### config.mk
export PLATFORM = sky130hd
export DESIGN_NAME = mem_wb_stage
export DESIGN_NICKNAME = d
export VERILOG_FILES = /design/src/rtl/mem_wb_stage.sv
export SDC_FILE = /design/constraint.sdc
export NUM_CORES = 1
export LEC_CHECK = 0
export CORE_UTILIZATION = 30
export CTS_CLUSTER_SIZE = 10
export DETAILED_ROUTE_END_ITERATION = 6
export GPL_ROUTABILITY_DRIVEN = 0
export GPL_TIMING_DRIVEN = 0
export SYNTH_ARGS = -nofsm -noshare
export SYNTH_HDL_FRONTEND = slang
export SYNTH_SLANG_ARGS = --single-unit
### constraint.sdc
create_clock -name clk -period 1.6 [get_ports clk]
set_input_delay 0.16 -clock clk [delete_from_list [all_inputs] [get_ports clk]]
set_output_delay 0.16 -clock clk [all_outputs]
set_load 0.1 [all_outputs]
### src/rtl/mem_wb_stage.sv
// MEM/WB pipeline register with load extraction and writeback select for the RV32I core.
// Optional retire counter enabled by defining RETIRE_CNT_EN.
module mem_wb_stage #(
  parameter int XLEN  = 32,
  parameter int CNT_W = 64
) (
  input  logic            clk,
  input  logic            rst_n,
  input  logic            stall,
  input  logic            flush,
  input  logic            in_valid,
  input  logic            RegWrite_in,
  input  logic [1:0]      WbSel_in,
  input  logic [2:0]      funct3_in,
  input  logic [4:0]      rd_in,
  input  logic [XLEN-1:0] ALU_result_in,
  input  logic [XLEN-1:0] MemData_in,
  input  logic [XLEN-1:0] pc_plus4_in,
  output logic            wb_valid,
  output logic            wb_RegWrite,
  output logic [4:0]      wb_rd,
  output logic [XLEN-1:0] wb_data,
  output logic            wb_misaligned
`ifdef RETIRE_CNT_EN
  ,
  output logic [CNT_W-1:0] retire_count
`endif
);

  logic            valid_q;
  logic            regwrite_q;
  logic [1:0]      wbsel_q;
  logic [2:0]      funct3_q;
  logic [4:0]      rd_q;
  logic [XLEN-1:0] alu_q;
  logic [XLEN-1:0] mem_q;
  logic [XLEN-1:0] pc4_q;

  always_ff @(posedge clk or negedge rst_n) begin
    if (!rst_n) begin
      valid_q    <= 1'b0;
      regwrite_q <= 1'b0;
      wbsel_q    <= 2'b00;
      funct3_q   <= 3'b000;
      rd_q       <= 5'd0;
      alu_q      <= '0;
      mem_q      <= '0;
      pc4_q      <= '0;
    end else if (flush) begin
      // bubble: only the qualifiers are cleared, payload fields hold
      valid_q    <= 1'b0;
      regwrite_q <= 1'b0;
    end else if (!stall) begin
      valid_q    <= in_valid;
      regwrite_q <= RegWrite_in;
      wbsel_q    <= WbSel_in;
      funct3_q   <= funct3_in;
      rd_q       <= rd_in;
      alu_q      <= ALU_result_in;
      mem_q      <= MemData_in;
      pc4_q      <= pc_plus4_in;
    end
  end

  logic [1:0]      off;
  logic [7:0]      byte_sel;
  logic [15:0]     half_sel;
  logic [XLEN-1:0] load_val;
  logic            is_half;
  logic            is_word;

  assign off     = alu_q[1:0];
  assign is_half = (funct3_q == 3'b001) || (funct3_q == 3'b101);
  assign is_word = (funct3_q == 3'b010);

  always_comb begin
    byte_sel = mem_q[7:0];
    case (off)
      2'd0: byte_sel = mem_q[7:0];
      2'd1: byte_sel = mem_q[15:8];
      2'd2: byte_sel = mem_q[23:16];
      2'd3: byte_sel = mem_q[31:24];
      default: byte_sel = mem_q[7:0];
    endcase
  end

  assign half_sel = off[1] ? mem_q[31:16] : mem_q[15:0];

  always_comb begin
    load_val = mem_q;
    case (funct3_q)
      3'b000: load_val = {{(XLEN-8){byte_sel[7]}}, byte_sel};
      3'b001: load_val = {{(XLEN-16){half_sel[15]}}, half_sel};
      3'b100: load_val = {{(XLEN-8){1'b0}}, byte_sel};
      3'b101: load_val = {{(XLEN-16){1'b0}}, half_sel};
      default: load_val = mem_q;
    endcase
  end

  always_comb begin
    wb_data = alu_q;
    case (wbsel_q)
      2'b01:   wb_data = load_val;
      2'b10:   wb_data = pc4_q;
      default: wb_data = alu_q;
    endcase
  end

  assign wb_misaligned = valid_q && (wbsel_q == 2'b01) &&
                         ((is_half && off[0]) || (is_word && (off != 2'd0)));
  assign wb_RegWrite   = valid_q && regwrite_q && (rd_q != 5'd0) && !wb_misaligned;
  assign wb_valid      = valid_q;
  assign wb_rd         = rd_q;

`ifdef RETIRE_CNT_EN
  always_ff @(posedge clk or negedge rst_n) begin
    if (!rst_n)
      retire_count <= '0;
    else if (!stall && !flush && in_valid)
      retire_count <= retire_count + 1'b1;
  end
`endif

endmodule

* Word-level counts from Yosys, hierarchy flattened
Cells that the tools add are included.
** Storage, ports and cells
- RAM bits :: 0
- Memories kept :: 0
- Memory bits (read-only) :: 0
- Bits in latches :: 0
- Register bits after elaboration :: 108
- Word-level logic and storage cells :: 43
- Input port bits :: 112
** Operators by class
- Equality and inequality tests :: 10
- Reductions and logical operators :: 15
- Magnitude comparators :: 0
- Shift operators :: 0
- Bitwise logic cells :: 2
- Div/mod/pow operators :: 0
- Multiplexer cells :: 8
- $add $sub $neg :: 0
- Multiply operators :: 0
** Operator list (count)
- $pmux W32 S4 :: 1
- $pmux W32 S2 :: 1
- $pmux W8 S4 :: 1
- $mux W16 :: 1
- $logic_and A1 B1 Y1 :: 7
- $eq A2 B2 Y1 const B :: 3
- $eq A3 B3 Y1 const B :: 2
- $reduce_bool A5 Y1 :: 1
- $eq A2 B1 Y1 const B :: 2
- $mux W1 :: 4
- $eq A3 B1 Y1 const B :: 1
- $eq A3 B2 Y1 const B :: 1
- $logic_not A3 Y1 :: 1
- $logic_not A2 Y1 :: 1
- $logic_or A1 B1 Y1 :: 2
- $ne A2 B1 Y1 const B :: 1
- $not A1 Y1 :: 2
- $reduce_and A2 Y1 :: 1
- $reduce_bool A2 Y1 :: 1
- $logic_not A1 Y1 :: 1

* Logic depth before layout (Yosys ltp)
- Depth after elaboration :: 7
- Gate-level depth with buffers :: 7
- Mapped depth without buffers :: 6

* Worst setup path before layout
No wires, ideal clock.
- Path kind :: reg2out
- Start :: reg wbsel_q[0]
- End :: out wb_data[15]
- Stages on the path, launching flop included :: 7
- Arrival :: 3.593 ns
- Path slack :: -2.153 ns
- Path buffers :: 2
- Cell sequence :: dfrtp_1 inv_1 ha_1 clkbuf_1 clkbuf_1 a21oi_1 a221oi_1
** Between the ends
- Cells in the longest elaborated chain, start to end :: 2
- Elaborated cells between the ends (all ways) :: 3
** Ends and longest elaborated chain
- start, declared :: RTL line 32 : logic [1:0] wbsel_q;
- start signal, assigned :: RTL line 56 : wbsel_q <= WbSel_in;
- $eq A2 B2 Y1 or $eq A2 B1 Y1 (tied branches) :: RTL line 102 : case (wbsel_q)
- $pmux W32 S2 (*) :: RTL line 102
- end, declared :: RTL line 22 : output logic [XLEN-1:0] wb_data,
Mark *: on every way between the ends. The rest lies on a longest branch, timed or not.

* Worst setup path in the final report
- Start :: reg funct3_q[0]
- End :: out wb_data[17]
** Between the ends
- Cells in the longest elaborated chain, start to end :: 3
- Elaborated cells between the ends (all ways) :: 6
** Ends and longest elaborated chain
- start, declared :: RTL line 33 : logic [2:0] funct3_q;
- start signal, assigned :: RTL line 57 : funct3_q <= funct3_in;
- $eq A3 B3 Y1, or another cell as far along :: RTL line 91 : case (funct3_q)
- $pmux W32 S4 (*) :: RTL line 91
- $pmux W32 S2 (*) :: RTL line 102
Marked as above.

==> results.rst <==
.. list-table::
   :header-rows: 1

   * - Metric
     - Value
   * - H-Tree Depth
     - 3
   * - Aggregate negative setup slack
     - -22450 ps
   * - Area of the core
     - 17400 um2
   * - Leakage dissipation
     - 3.62 nW
   * - GRT Overall Usage
     - 20.7%
   * - Final cell utilization of the core
     - 53.0%
   * - Number of flip-flops and latches in the synthesized netlist
     - 108
   * - Mean area per synthesized cell
     - 12.1 um2
   * - Insertion delay of the later-clocked pin in the worst-skew pair
     - 350 ps
   * - Post-DP HPWL
     - 13.0 mm
   * - Most used flip-flop cell after synthesis
     - sky130_fd_sc_hd__dfrtp_1
   * - Number of antenna violations at the first check in global routing
     - 0
   * - Clock transition at the register clock pins on the worst setup and hold paths after CTS
     - 70 ps
   * - Total length of routed wires
     - 18.5 mm
   * - Period minus WS final
     - 2360 ps
   * - # rows
     - 48
   * - Placed cell count
     - 818
   * - Setup repair after global routing missed its margin
     - true
   * - Final setup violation count
     - 34
   * - Final hold viol count
     - 0
   * - Number of max-slew violations in the final report
     - 0
   * - Proportion of synthesized chip area in sequential cells
     - 50.6%
   * - Hold_ws
     - 344 ps
   * - Number of global-route vias before repair
     - 4929
   * - Register-to-register setup slack
     - 390 ps
   * - Async set-reset flop share out of synthesis
     - 100%
   * - Post-route clock skew
     - 0 ps
   * - Cell types with the largest area share after synthesis
     - sky130_fd_sc_hd__dfrtp_1, sky130_fd_sc_hd__mux2_2, sky130_fd_sc_hd__mux2i_1, sky130_fd_sc_hd__a221oi_1, sky130_fd_sc_hd__nand2_1
   * - Cell type of the slowest stage on the worst timing path
     - sky130_fd_sc_hd__or3b_4
   * - Number of distinct standard cells referenced by the synthesized netlist
     - 37
   * - Clock Path Buffers
     - 2
   * - PortBufs
     - 151
   * - Global-route wire length before repair
     - 28.1 mm
   * - Final Cycle Share
     - 147%
   * - Path category of the worst min-delay check
     - input port to async pin
   * - Cell-by-cell listing of the critical path
     - buf_6 -> or3b_4 -> a21oi_4 -> o311ai_4 -> clkbuf_16 -> a21oi_4 -> buf_12
   * - Cell repeated most along the worst path
     - sky130_fd_sc_hd__a21oi_4
   * - Critical Path Fanout Max
     - 7
   * - Total power of the final layout
     - 12.5 mW
   * - Share of final-layout standard cells stronger than drive strength 1
     - 49.8%
   * - Largest net degree at the start of global routing
     - 67
   * - Final Instance Count excl. Fillers
     - 870
   * - Count of antenna-violating nets left after detailed routing
     - 0
   * - Number of DRC violations after detailed routing
     - 0
   * - Global route overflow
     - 0
   * - Synth Cell Area
     - 5340 um2
   * - Kind of start point of the critical path
     - register
   * - CP startpoint
     - funct3_q[0]
   * - EDFF count, synth
     - 0
   * - Worst R2R Start
     - funct3_q[0]
   * - FF-to-FF path depth
     - 3
   * - Via count
     - 4498
   * - Data required time at the worst endpoint
     - 1440 ps
   * - Count of warnings emitted by yosys
     - 0
   * - Number of instances in the synthesized netlist
     - 441
   * - Synth-to-layout area growth
     - 72.4%
   * - Final worst setup slack
     - -755 ps
   * - CTS tree
     - yes
   * - Clock Sink Count
     - 108
   * - Capture point of the worst reg-to-reg path
     - funct3_q[0]
   * - Die area
     - 18300 um2
   * - Worst-case headroom to the max-slew limit
     - 60.4%
   * - Area share of the largest cell type after synthesis
     - 50.6%
   * - DRT iter0 DRCs
     - 186
   * - Crit path kind
     - register to primary output
   * - Endpoint type of the worst setup path
     - primary output
   * - Slowest Stage Delay on Critical Path
     - 380 ps
   * - Fill cell count
     - 1402
   * - DR vias/cell
     - 5.17
   * - Critical Path AT
     - 2200 ps
   * - Post-layout net count
     - 754
   * - DIE HEIGHT
     - 135 um
   * - I/O pin count
     - 152
   * - Max-cap violation count
     - 0
   * - Pre-antenna DRT Iters
     - 4
   * - Outcome
     - finished with violations
   * - Max Clock Freq
     - 425 MHz
   * - Power density over the cells
     - 1360 nW/um2
   * - Post-Synthesis Net Count
     - 555
   * - CTS Buf Count
     - 9
   * - Average wire per cell in the routed design
     - 21.3 um
   * - Violated checks
     - negative setup slack
   * - Die W
     - 135 um
   * - Worst VDD drop
     - 0.764 mV
   * - Worst slew pin tran
     - 594 ps
   * - Cell type contributing the most total cell area after synthesis
     - sky130_fd_sc_hd__dfrtp_1
   * - Master cell of the clock root buffer
     - sky130_fd_sc_hd__clkbuf_16
   * - Initial core utilization
     - 30.7%
   * - Antenna cells
     - 0
## per-stage QoR
| step | setup slack [ps] | cell area (um2) |
|---|---|---|
| 2_1_floorplan | -1100 | 5740 |
| 3_3_place_gp | -4260 | 7530 |
| 3_5_place_dp | -1720 | 7560 |
| 4_1_cts | -744 | 8830 |
| 5_1_grt | -811 | 9200 |
| 6_report | -755 | 9200 |
## state kept, by name, indices dropped and copies added (netlist names)
signal      flops
regwrite_q      1
wb_rd           5
mem_q          32
wbsel_q         2
alu_q          32
funct3_q        3
pc4_q          32
wb_valid        1
## worst max-delay path, delay by kind of cell, from the launching register on
kind,cells,cell delay (ps)
buffers and inverters,3,540
AND/OR/NAND/NOR,1,380
AO/OA/AOI/OAI,3,520
flip-flops,1,370
## metal layers
layer,vias to the layer above,wire length (um),global-route usage (%)
li1,2038,-,-
met1,2272,7590,25.9
met2,155,9270,34.5
met3,33,1200,4.98
met4,0,473,7.93
met5,-,0,0
## cells by family after synthesis
kind of cell / count (synthesis) / synth area share [%]
compound gates: 88 / 13.2
fa+ha+maj: 2 / 0.469
buf+inv: 41 / 3.49
flops: 108 / 50.6
mux: 118 / 24.7
simple gates: 84 / 7.50
## power by group
| part | internal [mW] | switching, mW |
|---|---|---|
| registers | 3.13 | 0.389 |
| clock network | 1.26 | 0.993 |
| logic | 2.89 | 3.88 |
## cells in the mapped netlist (3+ instances only)
master / n
sky130_fd_sc_hd__o22ai_1: 7
sky130_fd_sc_hd__a221oi_1: 17
sky130_fd_sc_hd__nand2_1: 33
sky130_fd_sc_hd__nor2b_1: 19
sky130_fd_sc_hd__o221ai_1: 3
sky130_fd_sc_hd__a221o_1: 12
sky130_fd_sc_hd__a21oi_2: 12
sky130_fd_sc_hd__mux2_2: 100
sky130_fd_sc_hd__a21oi_1: 11
sky130_fd_sc_hd__mux2i_1: 17
sky130_fd_sc_hd__clkbuf_1: 20
sky130_fd_sc_hd__buf_2: 11
sky130_fd_sc_hd__inv_1: 5
sky130_fd_sc_hd__o211ai_1: 3
sky130_fd_sc_hd__nor2_1: 19
sky130_fd_sc_hd__o21ai_0: 10
sky130_fd_sc_hd__dfrtp_1: 108
sky130_fd_sc_hd__a2bb2oi_1: 7
sky130_fd_sc_hd__nand2b_1: 3
## how the worst max path moves through the flow
| stage | to | slack [ps] | cells after the start |
|---|---|---|---|
| floorplan | wb_data[7] | -1100 | 5 |
| CTS | wb_data[27] | -740 | 7 |
| global route | wb_data[17] | -810 | 7 |
| finish | wb_data[17] | -760 | 7 |
| global placement | wb_valid | -4260 | 1 |
| detailed placement | wb_data[29] | -1720 | 7 |
## layout make-up
type | count | area (um2) | area share (%)
multi-input cells | 292 | 3260 | 35.4
flip-flops and latches | 108 | 2710 | 29.4
repair buffers | 191 | 2250 | 24.4
plain buffers | 32 | 389 | 4.23
well taps | 225 | 282 | 3.06
clock buffers | 14 | 254 | 2.76
clock inverters | 2 | 35.0 | 0.381
inverters | 6 | 27.5 | 0.299
## layout by cell type (no fill, tap or decap), drive strengths merged, types with 2 or more instances in the layout
cell / instances
a2bb2oi: 7
nand2: 33
o21ai: 10
o22ai: 7
mux2i: 17
nor2: 19
mux2: 100
nand4: 2
inv: 6
or3b: 2
o221ai: 3
or3: 2
clkbuf: 40
o211ai: 3
buf: 80
o2111ai: 2
a221o: 12
clkdlybuf4s15: 6
nor2b: 19
dfrtp: 108
a21oi: 23
ha: 2
nand2b: 3
a221oi: 17
clkdlybuf4s50: 110
## repair_timing
action | in CTS | in global routing
endpoints found under the setup margin | 125 | 128
endpoints found under the hold margin | 42 | 0
hold buffers | 1 | 0
cloned | 3 | 3
pin swaps | 21 | 16
setup buffers | 23 | 12
resized for setup | 406 | 60
Power figures use the tool's default switching activity.
